## src/rtl/flitzip_pkg.sv

```systemverilog
// Shared types and default geometry for the flit compression controller.
package flitzip_pkg;

  localparam int unsigned DEF_INPUT_WIDTH = 128;
  localparam int unsigned DEF_CHUNK_SIZE  = 8;
  localparam int unsigned DEF_EN_BITS     = 3;

  typedef enum logic [1:0] {
    IDLE   = 2'd0,
    SCAN   = 2'd1,
    ENCODE = 2'd2,
    OUT    = 2'd3
  } state_t;

  function automatic int unsigned num_chunks(input int unsigned width,
                                             input int unsigned chunk);
    return width / chunk;
  endfunction

endpackage

```

## src/rtl/prio_encoder_8_3.sv

```systemverilog
// 8-to-3 priority encoder: index of the highest set bit, 0 when no bit is set.
module prio_encoder_8_3 (
  input  logic [7:0] din,
  output logic [2:0] dout
);

  always_comb begin
    dout = '0;
    for (int unsigned i = 0; i < 8; i++) begin
      if (din[i]) dout = 3'(i);
    end
  end

endmodule

```

## src/rtl/flit_compress_ctrl.sv

```systemverilog
// Base/delta compression controller: scans a flit chunk by chunk, emits base and delta width.
// Optional flit_count statistics port enabled by defining COMPRESS_STATS_EN.
module flit_compress_ctrl
  import flitzip_pkg::*;
#(
  parameter int unsigned INPUT_WIDTH = DEF_INPUT_WIDTH,
  parameter int unsigned CHUNK_SIZE  = DEF_CHUNK_SIZE,
  parameter int unsigned EN_BITS     = DEF_EN_BITS
) (
  input  logic                   clk,
  input  logic                   rst,
  input  logic                   in_valid,
  output logic                   in_ready,
  input  logic [INPUT_WIDTH-1:0] data_in,
  output logic                   out_valid,
  input  logic                   out_ready,
  output logic [INPUT_WIDTH-1:0] data_out,
  output logic [CHUNK_SIZE-1:0]  base_out,
  output logic [EN_BITS-1:0]     en_out
`ifdef COMPRESS_STATS_EN
  ,
  output logic [15:0]            flit_count
`endif
);

  localparam int unsigned NUM_CHUNKS = num_chunks(INPUT_WIDTH, CHUNK_SIZE);
  localparam int unsigned IDX_W      = (NUM_CHUNKS > 1) ? $clog2(NUM_CHUNKS) : 1;
  localparam logic [IDX_W-1:0] LAST_IDX = IDX_W'(NUM_CHUNKS - 1);

  state_t                 r_state, w_state_nxt;
  logic [INPUT_WIDTH-1:0] r_flit;
  logic [IDX_W-1:0]       r_idx;
  logic [CHUNK_SIZE-1:0]  r_max, r_min, r_base;
  logic [EN_BITS-1:0]     r_en;

  logic [CHUNK_SIZE-1:0]  w_chunk;
  logic [CHUNK_SIZE:0]    w_sum;
  logic [CHUNK_SIZE-1:0]  w_base;
  logic [CHUNK_SIZE-1:0]  w_delta;
  logic [7:0]             w_pe_in;
  logic [2:0]             w_pe_out;

  assign w_chunk = r_flit[r_idx*CHUNK_SIZE +: CHUNK_SIZE];
  // One extra sum bit so max+min never overflows before halving.
  assign w_sum   = {1'b0, r_max} + {1'b0, r_min};
  assign w_base  = CHUNK_SIZE'(w_sum >> 1);
  assign w_delta = r_max - w_base;

  always_comb begin
    w_pe_in = '0;
    for (int unsigned b = 0; b < 8 && b < CHUNK_SIZE; b++) begin
      w_pe_in[b] = w_delta[b];
    end
  end

  prio_encoder_8_3 u_prio (
    .din  (w_pe_in),
    .dout (w_pe_out)
  );

  always_comb begin
    w_state_nxt = r_state;
    case (r_state)
      IDLE:    if (in_valid)         w_state_nxt = SCAN;
      SCAN:    if (r_idx == LAST_IDX) w_state_nxt = ENCODE;
      ENCODE:                        w_state_nxt = OUT;
      OUT:     if (out_ready)        w_state_nxt = IDLE;
      default:                       w_state_nxt = IDLE;
    endcase
  end

  always_ff @(posedge clk) begin
    if (rst) r_state <= IDLE;
    else     r_state <= w_state_nxt;
  end

  always_ff @(posedge clk) begin
    if (rst) begin
      r_flit <= '0;
      r_idx  <= '0;
      r_max  <= '0;
      r_min  <= '0;
      r_base <= '0;
      r_en   <= '0;
    end else begin
      case (r_state)
        IDLE: begin
          if (in_valid) begin
            r_flit <= data_in;
            r_idx  <= '0;
          end
        end
        SCAN: begin
          if (r_idx == '0) begin
            r_max <= w_chunk;
            r_min <= w_chunk;
          end else begin
            if (w_chunk > r_max) r_max <= w_chunk;
            if (w_chunk < r_min) r_min <= w_chunk;
          end
          if (r_idx != LAST_IDX) r_idx <= r_idx + 1'b1;
        end
        ENCODE: begin
          r_base <= w_base;
          r_en   <= EN_BITS'(w_pe_out);
        end
        default: ;
      endcase
    end
  end

  assign in_ready  = (r_state == IDLE);
  assign out_valid = (r_state == OUT);
  assign data_out  = r_flit;
  assign base_out  = r_base;
  assign en_out    = r_en;

`ifdef COMPRESS_STATS_EN
  logic [15:0] r_flit_count;

  always_ff @(posedge clk) begin
    if (rst) begin
      r_flit_count <= '0;
    end else if (r_state == OUT && out_ready && r_flit_count != 16'hFFFF) begin
      r_flit_count <= r_flit_count + 16'd1;
    end
  end

  assign flit_count = r_flit_count;
`endif

endmodule

```

## config.mk

```make
export PLATFORM = sky130hd
export DESIGN_NAME = flit_compress_ctrl
export DESIGN_NICKNAME = d
export VERILOG_FILES = /design/src/rtl/flitzip_pkg.sv /design/src/rtl/prio_encoder_8_3.sv /design/src/rtl/flit_compress_ctrl.sv
export SDC_FILE = /design/constraint.sdc
export NUM_CORES = 1
export LEC_CHECK = 0
export ABC_AREA = 1
export ABC_CLOCK_PERIOD_IN_PS = 2600
export BUFFER_PORTS_ARGS = -buffer_cell sky130_fd_sc_hd__buf_2
export CAP_MARGIN = 20
export CORE_MARGIN = 5
export CORE_UTILIZATION = 47
export CTS_BUF_LIST = sky130_fd_sc_hd__clkbuf_8
export DETAILED_ROUTE_END_ITERATION = 12
export GPL_ROUTABILITY_DRIVEN = 1
export PLACE_DENSITY = 0.82
export SYNTH_ARGS = -nofsm -noshare
export SYNTH_HDL_FRONTEND = slang
export SYNTH_HIERARCHICAL = 1
export SYNTH_SLANG_ARGS = --single-unit
```

## constraint.sdc

```tcl
create_clock -name clk -period 2.6 [get_ports clk]
set_input_delay 0 -clock clk [delete_from_list [all_inputs] [get_ports clk]]
set_output_delay 0 -clock clk [all_outputs]
set_load 0.005 [all_outputs]
```

; ---- Word level (Yosys, flattened, before mapping)
; Index checks and enable logic that the tools add are counted.
; Widths: inputs -> output; s select.
[word_totals]
romBits = 0
wordCells = 50
output_inout_bits = 141
n_memories = 0
latchBits = 0
register_bits = 161
mem_bits_rw = 0
[op_classes]
add_sub_neg = 3
n_lt_le_gt_ge = 2
n_eq_ne = 9
mux = 18
shifts = 1
div = 0
reduce_logical = 10
mul = 0
bitwise_logic = 0
[ops]
columns = cell, n
row1 = $shiftx 128x8->8, 1
row2 = $mux 8, 4
row3 = $mux 3, 4
row4 = $mux 2, 5
row5 = $add 8x8->9, 1
row6 = $gt 8x8->1, 1
row7 = $lt 8x8->1, 1
row8 = $mux 4, 2
row9 = $pmux 2 s4, 1
row10 = $pmux 4 s2, 1
row11 = $sub 8x8->8, 1
row12 = $ne 2x2->1 const B, 3
row13 = $reduce_and 2->1, 3
row14 = $reduce_and 3->1, 2
row15 = $reduce_bool 2->1, 3
row16 = $add 4x1->4 const B, 1
row17 = $eq 2x2->1 const B, 2
row18 = $eq 4x4->1 const B, 1
row19 = $logic_not 4->1, 1
row20 = $ne 4x4->1 const B, 1
row21 = $eq 2x1->1 const B, 1
row22 = $logic_not 2->1, 1
row23 = $ne 2x1->1 const B, 1
row24 = $mux 1, 1

; ---- Longest topological paths before layout
; Gate-level depths: netlist of the first run.
[logic_depth]
ltp_word = 9
depth_mapped = 22
depth_no_buf = 22

; ---- Modules after synthesis
; The synthesis of the first run kept the hierarchy.
[modules_own_cells]
columns = mod, instances, area_per_inst_um2, seq_area_each_um2, cells_per_inst
row1 = flit_compress_ctrl, 1, 7702.4, 3223.1, 1107
row2 = prio_encoder_8_3, 1, 63.8, 0.0, 15

; ---- Worst setup path before layout of the first run
; No wires, ideal clock.
[synth_path]
path_type = register to register
from = register r_idx[0]
to = register r_max[5]
t_arrival_ns = 2.658
setup_slack_ns = -0.128
path_stages_with_launch = 18
setup_time_ns = 0.070
synth_period_minus_slack_ns = 2.728
cell_sequence = dfxtp_1 > inv_2 > buf_4 > clkbuf_1 > buf_2 > nor2_1 > o22ai_1 > nand2_1 > nand4_1 > ha_1 > nand2_1 > o21a_1 > o221ai_1 > o21ai_0 > a21oi_1 > buf_2 > o21ai_1 > a21oi_1
[synth_between]
elab_chain_cells = 4
[synth_rtl]
columns = element, line_no
row1 = from (decl), flit_compress_ctrl.sv:32  ; logic [IDX_W-1:0] r_idx;
row2 = from (signal assigned), flit_compress_ctrl.sv:101  ; if (r_idx != LAST_IDX) r_idx <= r_idx + 1'b1;
row3 = $shiftx 128x8->8, flit_compress_ctrl.sv:43  ; assign w_chunk = r_flit[r_idx*CHUNK_SIZE +: CHUNK_SIZE];
row4 = net w_chunk[3], flit_compress_ctrl.sv:36  ; logic [CHUNK_SIZE-1:0] w_chunk;
row5 = $gt 8x8->1, flit_compress_ctrl.sv:98  ; if (w_chunk > r_max) r_max <= w_chunk;
row6 = $reduce_bool 2->1 (no line), -
row7 = $reduce_and 2->1 (no line), -
row8 = to (signal assigned), flit_compress_ctrl.sv:95  ; r_max <= w_chunk;
row9 = to (signal assigned), flit_compress_ctrl.sv:98
row10 = to (decl), flit_compress_ctrl.sv:33  ; logic [CHUNK_SIZE-1:0] r_max, r_min, r_base;
; The timed path passes the listed nets, and every way through them passes these cells. The select of a mux whose other input is x is not followed.
; A chain may end at the register's enable or synchronous reset.

; ---- Worst setup path after layout of the first run
[layout_path]
from = register r_min[1]
to = register r_en[0] (netlist: en_out[0])
[layout_rtl]
columns = element, line_no
row1 = from (decl), flit_compress_ctrl.sv:33
row2 = from (signal assigned), flit_compress_ctrl.sv:96  ; r_min <= w_chunk;
row3 = from (signal assigned), flit_compress_ctrl.sv:99  ; if (w_chunk < r_min) r_min <= w_chunk;
row4 = $add 8x8->9, flit_compress_ctrl.sv:45  ; assign w_sum = {1'b0, r_max} + {1'b0, r_min};
row5 = net w_sum[1], flit_compress_ctrl.sv:37  ; logic [CHUNK_SIZE:0] w_sum;
row6 = $sub 8x8->8, flit_compress_ctrl.sv:47  ; assign w_delta = r_max - w_base;
row7 = net w_delta[6], flit_compress_ctrl.sv:39  ; logic [CHUNK_SIZE-1:0] w_delta;
row8 = $mux 3 (2 in series), prio_encoder_8_3.sv:10  ; if (din[i]) dout = 3'(i);
row9 = net w_pe_out[0], flit_compress_ctrl.sv:41  ; logic [2:0] w_pe_out;
row10 = to (signal assigned), flit_compress_ctrl.sv:105  ; r_en <= EN_BITS'(w_pe_out);
row11 = to (decl), flit_compress_ctrl.sv:34  ; logic [EN_BITS-1:0] r_en;
; The timed path passes the listed nets, and every way through them passes these cells.

==> results of run 1 <==
[power breakdown]
part | internal, mW | switching, mW | total, mW | leakage [nW]
sequential | 3.21 | 0.716 | 3.93 | 1.33
clock | 0.933 | 0.991 | 1.92 | 0.211
combinational | 3.84 | 5.17 | 9.01 | 4.08
[final cells by class]
| class | count | share of cell area |
|---|---|---|
| antenna | 1 | 0.0002122 |
| tap | 220 | 0.02334 |
| multi-input combinational | 815 | 0.3650 |
| inverter | 78 | 0.02578 |
| clock inverter | 11 | 0.01103 |
| clock buffer | 20 | 0.02334 |
| timing repair buffer | 460 | 0.2765 |
| sequential | 161 | 0.2748 |
[registers in the layout, summed over array words and instances (netlist names)]
signal / count
r_max: 8
r_state: 2
data_out: 128
en_out: 3
r_idx: 4
base_out: 8
r_min: 8
[routing by layer]
metal / GRT usage / share of wire
met1: 0.3555 / 0.37
met2: 0.5170 / 0.48
met3: 0.07700 / 0.092
met4: 0.1524 / 0.051
met5: 0 / 0
[repair_timing]
| action | 4_1_cts | 5_1_grt |
|---|---|---|
| setup endpoints to repair | 19 | 19 |
| pin swaps | 10 | 32 |
| buffers inserted | 3 | 5 |
| hold buffers | 130 | 0 |
| gates resized for setup | 20 | 92 |
| gates cloned | 0 | 4 |
| endpoints found under the hold margin | 138 | 0 |
[metrics by stage]
stage / setup TNS [ns] / setup WS (ns) / cells
2_1_floorplan: 0 / 0.01738 / 1121
3_3_place_gp: -1.618 / -0.1650 / 1592
3_5_place_dp: -2.758 / -0.2688 / 1592
4_1_cts: -0.1352 / -0.04677 / 1756
5_1_grt: -2.314 / -0.2542 / 1766
6_report: -0.2444 / -0.07545 / 1766
[worst min path at each step]
stage	slack, ns	cells past startpoint	endpoint	start
after detailed placement	0.25	3	data_out[2]	data_in[2]
after global routing	0.15	5	r_state[1]	in_valid
after floorplan	0.16	3	base_out[3]	rst
after CTS	0.10	5	r_state[1]	in_valid
after global placement	0.25	3	data_out[114]	data_in[114]
final	0.14	5	r_state[1]	in_valid
[critical path: cells and delay by family (launching register included)]
kind | cells | cell delay, ns
fa+ha+maj | 3 | 1.09
simple gates | 9 | 0.58
compound gates | 2 | 0.28
flops | 1 | 0.37
buf+inv | 3 | 0.23
==> reports/metrics.yaml, run 1 <==
setup_path:
  endpoint_kind: "flop"
  critPathKind: "reg -> reg"
  regToRegSetupSlack_ns: -0.08
  slowest_stage: "fa_2"
  cp_max_fo: 3
  endpoint: "en_out[0]"
  required_ns: 2.96
  worst_path_most_repeated_cell: "nand2_1"
  critPathMaxStageDelay_ns: 0.54
  start_kind: "flop"
  r2r_cells: 17
  r2r-start: "r_min[1]"
  rr_endpoint: "en_out[0]"
  crit_chain: "buf_4 -> fa_2 -> ha_2 -> inv_1 -> fa_2 -> a21oi_2 -> a21oi_2 -> nand3_1 -> nand3_2 -> nand2_1 -> nand2_1 -> nand2_1 -> inv_2 -> nand2_1 -> nand2_1 -> nor2_1 -> nor2_1"
  startpoint: "r_min[1]"
  worstPathArrival_ns: 3.03
floorplan:
  die_height_um: 138.5
  ios: 273
  die_x_um: 138.5
  core-area_um2: 16410
  die_area_um2: 19190
  initial_core_util: 0.4731
  num_rows: 47
placed_design:
  gp_congestion: 0.8720
  dp_hpwl_mm: 19.14
  port_buffers: 272
  place_area_um2: 9595
clock_tree:
  clk_latency_ns: 0.47
  cts_root_buffer: "clkbuf_8"
  cts_made_buffers: 17
  cts.clk_slew.worst_paths_ns: 0.08
  cts_tree: "built"
  cts_sinks: 161
  cts_max_level: 4
  cts_buffer_depth: 2
yosys:
  synth_nets: 1287
  syn-instance-count: 1121
  synthesis.area_um2: 7762
  avgSynthCellArea_um2: 6.925
  yosys_warnings: 6
flow_run:
  maxCapViolations: 0
global_routing:
  grt-ovfl-total: 0
  grt_max_degree: 145
  grt_usage: 0.3038
  grt_pass1_wl_mm: 48.10
  grt_pass1_vias: 9439
  antenna_found_initial: 1
sta:
  slew_headroom: 0.6087
  worst_slew_pin_slew_ns: 0.5869
  fmax_mhz: 373.8
  finalSetupViolCount: 10
  min_period_ns: 2.675
  final.period_utilization: 1.029
  clock_skew_ns: 0.01250
  fin_hold_ws_ns: 0.1383
  setup_ws_ns: -0.07545
  slew_violations: 0
  finalHoldViolCount: 0
  rsz0062_at_grt: "yes"
final_layout:
  drive_above_1_share: 0.2906
  design_area_um2: 11790
  nNetsFinal: 1699
  ff_latch_area_um2: 3241
  num-fill-cells: 1156
  final_util: 0.7188
  multi_input_area_um2: 4304
  layout_commonest_cell: "nor2_1"
  layout_common_cells: "nor2_1 (306), buf_2 (272), o21ai_0 (167)"
  area_growth_pct: 51.92
pwr:
  p_leak_nw: 5.626
  p_per_area_nw_per_um2: 1260
  p_total_mw: 14.86
  ir_drop_uv: 793.0
route:
  drtAntennaViolNets: 0
  drtIter0Drc: 962
  routed_wl_mm: 31.58
  routed_via_density: 5.573
  dr.pass1.iters: 8
  vias: 9842
  post_drt_wl_per_cell_um: 17.88
  drc: 0
worst_hold_path:
  hold_class: "in -> reg"
run_status:
  status: "complete, but fails checks"
  violations: "negative setup slack"
(Power assumes the default switching activity.)
==> run 2: changes to the inputs <==
Settings changed: PLACE_DENSITY 0.82 to 0.86.
==> run 2 against run 1 <==
  * Global-route usage shrank 0.36 points
  * Setup slack got worse by 0.20 ns
  * Non-clock buffer count grew 3
  * Design area is 2.2% higher
  * Critical path depth down 2
  * Clock skew up 0.0064 ns
  * Via count is 2.6% higher
  * Largest power group unchanged
  * First-iteration DRC count grew 17%
  * Sequential share of layout area decreased by 0.62 points
  * The flow still finishes with violations (negative setup slack)
  * Combinational power increased by 5.7%
  * Critical path type unchanged
  * Maximum frequency decreased by 6.8%
  * Total power is 2.6% higher
==> reports/metrics.yaml, run 2 (synthesis gave the netlist of run 1 again) <==
run_status:
  status: "complete, but fails checks"
  violations: "negative setup slack"
route:
  vias: 10100
  routed_wl_mm: 33.03
  post_drt_wl_per_cell_um: 18.63
  drtAntennaViolNets: 0
  routed_via_density: 5.698
  drtIter0Drc: 1127
  dr.pass1.iters: 9
  drc: 0
clock_tree:
  cts_max_level: 4
  cts_made_buffers: 17
  cts_root_buffer: "clkbuf_8"
  clk_latency_ns: 0.46
  cts_tree: "built"
  cts_sinks: 161
  cts_buffer_depth: 2
  cts.clk_slew.worst_paths_ns: 0.09
sta:
  rsz0062_at_grt: "yes"
  worst_slew_pin_slew_ns: 0.6003
  setup_ws_ns: -0.2709
  slew_violations: 0
  finalSetupViolCount: 18
  fmax_mhz: 348.3
  fin_hold_ws_ns: 0.1573
  finalHoldViolCount: 0
  clock_skew_ns: 0.01893
  min_period_ns: 2.871
  slew_headroom: 0.5998
  tns_ns: -2.864
  final.period_utilization: 1.104
placed_design:
  place_area_um2: 9560
  post-place-ws_ns: -0.1782
  port_buffers: 272
  placedCellCount: 1589
  gp_congestion: 0.9276
  dp_hpwl_mm: 18.97
final_layout:
  design_area_um2: 12050
  multi_input_area_um2: 4463
  num-fill-cells: 1061
  largest_reg_flops: 128
  drive_above_1_share: 0.3159
  nNetsFinal: 1704
  layout_commonest_cell: "nor2_1"
  layout_common_cells: "nor2_1 (299), buf_2 (272), o21ai_0 (163)"
  final_util: 0.7342
  instances_no_fill: 1773
  area_growth_pct: 55.19
  ff_latch_area_um2: 3236
setup_path:
  cp_max_fo: 17
  start_kind: "flop"
  critPathKind: "reg -> reg"
  rr_endpoint: "r_max[4]"
  endpoint_kind: "flop"
  required_ns: 2.97
  r2r-start: "r_idx[0]"
  r2r_cells: 15
  regToRegSetupSlack_ns: -0.27
  worstPathArrival_ns: 3.24
pwr:
  ir_drop_uv: 792.1
  p_leak_nw: 5.704
  p_total_mw: 15.25
  p_per_area_nw_per_um2: 1266
worst_hold_path:
  hold_path_depth: 5
  hold_path_end: "r_state[1]"
  hold_class: "in -> reg"
  min_from: "in_valid"
global_routing:
  grt_usage: 0.3002
  grt_max_degree: 145
  grt-ovfl-total: 0
  grt_pass1_vias: 9253
  antenna_found_initial: 2
  grt_pass1_wl_mm: 47.55
floorplan:
  core-area_um2: 16410
  die_x_um: 138.5
  die_area_um2: 19190
  ios: 273
  num_rows: 47
  initial_core_util: 0.4731
  die_height_um: 138.5
flow_run:
  maxCapViolations: 0
[run 2: changes by cell type in the layout (fill, tap and decap cells not counted), sizes merged]
cell / change
inv: +3
clkbuf: +2
clkinvlp: +2
buf: -1
bufinv: -1
clkinv: +1
diode: +1
[run 2: final cells by class]
class,count,area share
antenna,2,0.0004155
clock buffer,18,0.02056
clock inverter,14,0.01070
inverter,78,0.02565
multi-input combinational,815,0.3705
sequential,161,0.2686
tap,220,0.02285
timing repair buffer,463,0.2793
timing repair inverter,2,0.001454
[run 2: how the worst max path moves through the flow]
stage,from,endpoint,slack (ns)
6_report,r_idx[0],r_max[4],-0.27
5_1_grt,r_idx[0],r_max[4],-0.36
4_1_cts,r_max[1],en_out[2],-0.03
3_5_place_dp,r_max[1],en_out[2],-0.18
3_3_place_gp,r_max[1],en_out[2],-0.09
2_1_floorplan,r_idx[0],r_max[5],0.02
[run 2: repair_timing]
| item | in CTS | in global routing |
|---|---|---|
| hold endpoints to repair | 137 | 0 |
| hold buffers | 130 | 0 |
| buffers inserted | 3 | 8 |
| setup endpoints to repair | 17 | 19 |
| cloned | 0 | 11 |
| gates resized for setup | 20 | 140 |
| pin swaps | 18 | 36 |
[run 2: routing by layer]
| metal | vias to the layer above | GRT usage | wire length, um | part of all wire |
|---|---|---|---|---|
| met5 | - | 0 | 0 | 0 |
| met4 | 0 | 0.1409 | 2032 | 0.062 |
| met3 | 200 | 0.06285 | 3304 | 0.10 |
| met2 | 794 | 0.5069 | 15570 | 0.47 |
| met1 | 4598 | 0.3668 | 12120 | 0.37 |
| li1 | 4510 | - | - | - |
[run 2: critical path, stage by stage (launching register included)]
cell	delay [ns]
dfxtp_4	0.42
buf_4	0.17
clkbuf_16	0.18
nor2_1	0.15
o22ai_1	0.12
nand2_1	0.11
nand4_1	0.16
ha_1	0.35
nand2_1	0.06
o21a_1	0.18
o221ai_2	0.14
o21ai_1	0.11
a21oi_2	0.23
buf_6	0.17
o21ai_2	0.06
a21oi_1	0.18
[run 2: power by group]
group / leakage [nW] / switching [mW] / internal [mW] / total [mW]
Sequential: 1.33 / 0.740 / 3.21 / 3.94
Clock: 0.192 / 0.994 / 0.793 / 1.79
Combinational: 4.18 / 5.53 / 3.99 / 9.52
Total: 5.70 / 7.26 / 7.99 / 15.3
